## src/rtl/wca_sync_event_arbiter.sv

```systemverilog
// wca_sync_event_arbiter: synchronizes async inputs, queues qualified edges, round-robins them onto one event port
// Ports:
//   clk, reset_n                          clock, asynchronous active-low reset
//   in                                    raw asynchronous inputs
//   rise_en, fall_en                      per-channel edge qualifiers (quasi-static)
//   sync_out                              synchronized levels (last synchronizer stage)
//   pending                               per-channel pending-event flags
//   evt_valid, evt_ready                  event handshake
//   evt_id, evt_level, evt_ovf, evt_time  event word
// Define WCA_SYNC_EVT_TIMESTAMP_EN to latch a 16-bit timestamp per edge; otherwise evt_time is 0.
module wca_sync_event_arbiter #(
   parameter int NUM_IN      = 4,
   parameter int IDW         = 2,
   parameter int SYNC_STAGES = 2
) (
   input  logic              clk,
   input  logic              reset_n,
   input  logic [NUM_IN-1:0] in,
   input  logic [NUM_IN-1:0] rise_en,
   input  logic [NUM_IN-1:0] fall_en,
   output logic [NUM_IN-1:0] sync_out,
   output logic [NUM_IN-1:0] pending,
   output logic              evt_valid,
   input  logic              evt_ready,
   output logic [IDW-1:0]    evt_id,
   output logic              evt_level,
   output logic              evt_ovf,
   output logic [15:0]       evt_time
);
   localparam int PW = $clog2(SYNC_STAGES + 2);
   logic [SYNC_STAGES*NUM_IN-1:0] chain;
   logic [NUM_IN-1:0] hist, qual, level, ovf, hi, req, oh, gnt;
   logic [IDW-1:0][NUM_IN-1:0] idm;
   logic [IDW-1:0] ptr, sel;
   logic [PW-1:0] prime;
   logic primed, any;

   assign sync_out = chain[SYNC_STAGES*NUM_IN-1 -: NUM_IN];
   // edges stay masked until the chain and the history flop both hold post-reset samples
   assign primed = prime == PW'(SYNC_STAGES + 1);
   assign qual = primed ? ((sync_out & ~hist & rise_en) | (~sync_out & hist & fall_en)) : '0;
   // round robin: lowest pending bit above ptr, otherwise wrap to lowest pending bit
   assign hi = pending & ~((NUM_IN'(2) << ptr) - NUM_IN'(1));
   assign req = (|hi) ? hi : pending;
   assign oh = req & (~req + NUM_IN'(1));
   assign any = (~evt_valid | evt_ready) & (|pending);
   assign gnt = any ? oh : '0;

   for (genvar b = 0; b < IDW; b++) begin : g_id
      for (genvar i = 0; i < NUM_IN; i++) begin : g_bit
         assign idm[b][i] = oh[i] & (((i >> b) & 1) == 1);
      end
      assign sel[b] = |idm[b];
   end

   always_ff @(posedge clk or negedge reset_n) begin
      if (!reset_n) begin
         chain   <= '0;
         hist    <= '0;
         prime   <= '0;
         pending <= '0;
         level   <= '0;
         ovf     <= '0;
      end else begin
         chain   <= {chain[(SYNC_STAGES-1)*NUM_IN-1:0], in};
         hist    <= sync_out;
         prime   <= primed ? prime : prime + 1'b1;
         pending <= qual | (pending & ~gnt);
         // a grant takes the old data, so a same-cycle edge on the granted channel is not an overflow
         ovf     <= ~gnt & (ovf | (qual & pending));
         level   <= (qual & sync_out) | (~qual & level);
      end
   end

   always_ff @(posedge clk or negedge reset_n) begin
      if (!reset_n) begin
         evt_valid <= 1'b0;
         evt_id    <= '0;
         evt_level <= 1'b0;
         evt_ovf   <= 1'b0;
         ptr       <= '0;
      end else if (any) begin
         evt_valid <= 1'b1;
         evt_id    <= sel;
         evt_level <= |(oh & level);
         evt_ovf   <= |(oh & ovf);
         ptr       <= sel;
      end else if (evt_ready) begin
         evt_valid <= 1'b0;
      end
   end

`ifdef WCA_SYNC_EVT_TIMESTAMP_EN
   logic [15:0] tcnt, tsel;
   // time latches stored bit-major so each timestamp bit is a per-channel vector
   logic [15:0][NUM_IN-1:0] tl, trep;

   for (genvar b = 0; b < 16; b++) begin : g_t
      assign trep[b] = {NUM_IN{tcnt[b]}};
      assign tsel[b] = |(oh & tl[b]);
   end

   always_ff @(posedge clk or negedge reset_n) begin
      if (!reset_n) begin
         tcnt     <= '0;
         tl       <= '0;
         evt_time <= '0;
      end else begin
         tcnt <= tcnt + 16'd1;
         tl   <= ({16{qual}} & trep) | (~{16{qual}} & tl);
         if (any) evt_time <= tsel;
      end
   end
`else
   assign evt_time = 16'd0;
`endif

endmodule

```

## config.mk

```make
export PLATFORM = sky130hd
export DESIGN_NAME = wca_sync_event_arbiter
export DESIGN_NICKNAME = d
export VERILOG_FILES = /design/src/rtl/wca_sync_event_arbiter.sv
export SDC_FILE = /design/constraint.sdc
export NUM_CORES = 1
export LEC_CHECK = 0
export CAP_MARGIN = 20
export CORE_AREA = 2 2 59 61
export CTS_BUF_LIST = sky130_fd_sc_hd__clkbuf_2 sky130_fd_sc_hd__clkbuf_4 sky130_fd_sc_hd__clkbuf_8
export DETAILED_ROUTE_END_ITERATION = 12
export DIE_AREA = 0 0 61 63
export GPL_TIMING_DRIVEN = 0
export HOLD_SLACK_MARGIN = 0.12
export PLACE_DENSITY_LB_ADDON = 0.2
export RECOVER_POWER = 100
export SETUP_SLACK_MARGIN = 0.2
export SYNTH_ARGS = -nofsm -noshare
export SYNTH_HDL_FRONTEND = slang
export SYNTH_SLANG_ARGS = --single-unit
```

## constraint.sdc

```tcl
create_clock -name clk -period 1.8 [get_ports clk]
set_input_delay 0.36 -clock clk [delete_from_list [all_inputs] [get_ports clk]]
set_output_delay 0.36 -clock clk [all_outputs]
set_load 0.02 [all_outputs]
```

After elaboration in Yosys (flattened, before gate mapping)
Cells that the tools add are included.
{"block": "word_totals", "reg_bits": 31, "inputBits": 15, "output_inout_bits": 29}
{"block": "classes", "addsub": 3, "n_eq_ne": 1, "shifts": 1, "mux": 5, "n_bitwise": 26, "n_reduce_logical": 7}
{"operator": "4-bit bitwise AND", "n": 13}
{"operator": "4-bit NOT", "n": 6}
{"operator": "4-bit OR", "n": 4}
{"operator": "4-bit OR reduction", "n": 4}
{"operator": "4-bit two-way mux", "n": 3}
{"operator": "4-bit by 1-bit adder with 4-bit output (second input constant)", "n": 1}
{"operator": "2-bit OR reduction", "n": 2}
{"operator": "2-bit by 2-bit left shift with 4-bit output (first input constant)", "n": 1}
{"operator": "4-bit by 1-bit subtractor with 4-bit output (second input constant)", "n": 1}
{"operator": "2-bit by 1-bit adder with 2-bit output (second input constant)", "n": 1}
{"operator": "2-bit equality test (second input constant)", "n": 1}
{"operator": "1-bit two-way mux", "n": 2}
{"operator": "2-bit nonzero test", "n": 1}
{"operator": "1-bit bitwise AND", "n": 1}
{"operator": "1-bit NOT", "n": 1}
{"operator": "1-bit OR", "n": 1}

Longest topological paths before layout
{"block": "depth", "depth_word": 13, "mapped_depth": 6, "ltp_nobuf": 4}

Least setup slack after synthesis
No wires, ideal clock.
{"block": "synth_timing", "path_type": "reg2reg", "from": "reg evt_id[1] (netlist name)", "to": "reg evt_level", "setup_ns": 0.128, "arrival_ns": 1.337, "setup_slack_ns": 0.335, "stages_incl_launch_ff": 6, "period_less_slack_ns": 1.465, "path_cell_list": "dfrtp_1 > buf_2 > nor2_1 > a221o_1 > a31oi_1 > a31oi_1"}
{"element": "end signal, assigned", "line": "85", "rtl": "evt_level <= |(oh & level);"}
{"element": "end, declared", "line": "26", "rtl": "output logic evt_level,"}

Worst setup path in the final report
{"block": "layout_timing", "from": "reg pending[2]", "to": "out pending[2]"}
{"element": "start, declared", "line": "22", "rtl": "output logic [NUM_IN-1:0] pending,"}
{"element": "start signal, assigned", "line": "68", "rtl": "pending <= qual | (pending & ~gnt);"}
No word-level cell between the ends.

==> metrics <==
status finished clean; area of the die ~0.0038 mm²; mapped cell area 0.00147 mm²; initial antenna violation count 0; synthesized flop and latch total 31; PD cells approximately 1300 mW/mm²; worst hold endpoint chain[4]$_DFF_PN0_; Synth cell types 32; DR vias/cell ~4.8; HP Start chain[0]$_DFF_PN0_; TritonCTS Buffers 5; total core area around 0.0032 mm²; Design Area, Final 0.00196 mm²; Critical Path Sink Type primary output; Synth Warn # 0; post-DR wirelength/cell 11.9 µm; Syn Inst Count approximately 140; Max stage delay cell, worst path dfrtp_1; Starting Density between 40% and 50%; required time worst endpoint between 1000 and 1500 ps; grt ovf 0; Post-synth EDFFs 0; max frequency about 620 MHz; Die Ht 63 µm; Final Cycle Share about nine tenths; Data arrival, critical path between 1000 and 1500 ps; setup slack, reg-to-reg 220 ps; worst hold path class reg -> reg; CTS clk-pin slew, worst paths around 100 ps; worst path bufs/invs 1; Routed Antenna Nets 0; # IOs 44; TNS Setup 0 ps; pre-CTS setup slack 29.8 ps; ys flop type dfrtp_1; final hold viol count 0; vias in the first global route roughly 1,000; clock network latency to the later pin of the worst-skew pair ~330 ps; gpl congestion between 0.9 and 1; Worst-Margin Slew between 500 and 600 ps; Total Routing Usage GR between 10% and 20%; row cnt 21; fillcell total between 300 and 400; leading post-synthesis cells by cell area dfrtp_1 53%, buf_4 12%, a31oi_1 4.2%; hold buffers post-CTS 0; reg2reg path depth 4; HPWL Detailed around 2100 µm; crit start category flop; sequential area share after synthesis 52.7%; CP Max Fanout 8; DRC 0; layout cells sized above 1 between 20% and 30%; die width 61 µm; first-pass GRT wire length 4620 µm; Max Slew Vio Count 0; Finished Core Util just over 60%; Worst Setup Path Type reg -> out; Vias 1,136; Max rail drop VDD roughly 0.55 mV; syn avg cell area around 11 µm²; diode count 0; largest net degree at the start of global routing 22; max incr delay on CP between 500 and 600 ps; final WL about 2800 µm; origin of the critical flop-to-flop path prime[0]$_DFFE_PN0P_; Max-cap violations 0; RSZ-0062 raised after global routing yes; Tmin final roughly 1600 ps; relative slew slack 66.0%; Pwr Total ~0.0026 W; CP delay by family, top flip-flops; Hold Path Stages 0; DRT Pass-1 Iters 4; # port buffers 27; Syn-to-layout area delta 33.2%; Clock Path Buffers 2; H-tree Lvls 2; Layout Skew 9.33 ps; placed inst area 0.00188 mm²; crit-path cells dlygate4sd2_1; final setup vio count 0; CTS tree done; cell taking the most area after synthesis dfrtp_1; CTS root buffer clkbuf_4; drt initial violations 29; CTS sink cnt 31; Nets approximately 210; final worst setup slack 187 ps; post-synth top area share between 50 and 60%; P_leak 0.912 nW; asr flop ratio synth 100%
-- routing by layer --
layer	up-vias	GRT usage (%)	share of wire (%)
met5	-	0	0
met1	535	19.5	40
met4	0	7.88	1.9
li1	554	-	-
met3	7	6.63	6.9
met2	40	25.9	51
-- worst max-delay path by stage --
stage	from	to	slack, ps	cells after the start
detailed placement	evt_ready	pending[1]$_DFF_PN0_	30	6
global placement	reset_n	evt_valid$_DFFE_PN0P_	-120	1
CTS	chain[7]$_DFF_PN0_	sync_out[3]	210	2
global route	prime[0]$_DFFE_PN0P_	flop	130	4
finish	pending[2]$_DFF_PN0_	pending[2]	190	1
floorplan	evt_id[1]$_DFFE_PN0P_	evt_level$_DFFE_PN0P_	340	5
-- timing repair --
item / in CTS / in global routing
setup endpoints to repair: 13 / 8
setup buffers: 0 / 6
pin swaps: 0 / 1
endpoints found under the hold margin: 0 / 0
cloned: 0 / 0
gates resized for setup: 14 / 6
-- area by class of cell --
cell class                 instances  area (µm²)  share of cell area, %
sequential                        31         777                   39.6
multi-input combinational         90         551                   28.1
timing repair buffer              34         299                   15.2
buffer                            26         190                   9.69
clock buffer                       8        72.6                   3.70
tap                               46        57.6                   2.93
inverter                           4        15.0                  0.765
-- cell families after synthesis --
kind of cell | synth area share, %
mux | 3.82
buf+inv | 13.8
flops | 52.7
compound gates | 16.3
other cells | 0.255
fa+ha+maj | 0.849
xor+xnor | 0.595
simple gates | 11.7
-- synth_stat cells, types with 2 or more instances --
cell       number
dfrtp_1        31
buf_4          23
a31oi_1        10
nor2_1         10
nand2_1         6
nand3b_1        6
mux2_2          5
nand3_1         5
a21oi_1         3
buf_2           3
inv_1           3
nand2b_1        3
o21ai_1         3
a21boi_0        2
a21o_1          2
a2bb2oi_1       2
nor2b_1         2
o211a_1         2
o21ai_0         2
-- per-stage QoR --
stage	hold WS (ps)	instances
floorplan	64.4	151
global placement	333	224
detailed placement	336	225
CTS	357	233
global route	361	239
finish	355	239
-- cells in the final DEF (no fill, tap or decap), types with 3 or more instances in the layout --
cell type,Yosys,routed
mux2_2,5,5
a21oi_1,3,3
nand3b_1,6,6
dlygate4sd2_1,0,11
nand3_1,5,5
inv_1,3,3
o21ai_0,2,4
dfrtp_1,31,30
conb_1,1,16
a31oi_1,10,10
buf_4,23,24
nor2_1,10,10
nand2_1,6,6
nand2b_1,3,3
clkbuf_4,0,10
dlygate4sd3_1,0,5
clkdlybuf4s50_1,0,9
-- where the power goes --
part           internal, W  switching [W]
combinational     0.000487       0.000599
clock             0.000245       0.000233
sequential        0.000862       0.000145
Note: power is estimated with default switching activity, not from simulation.
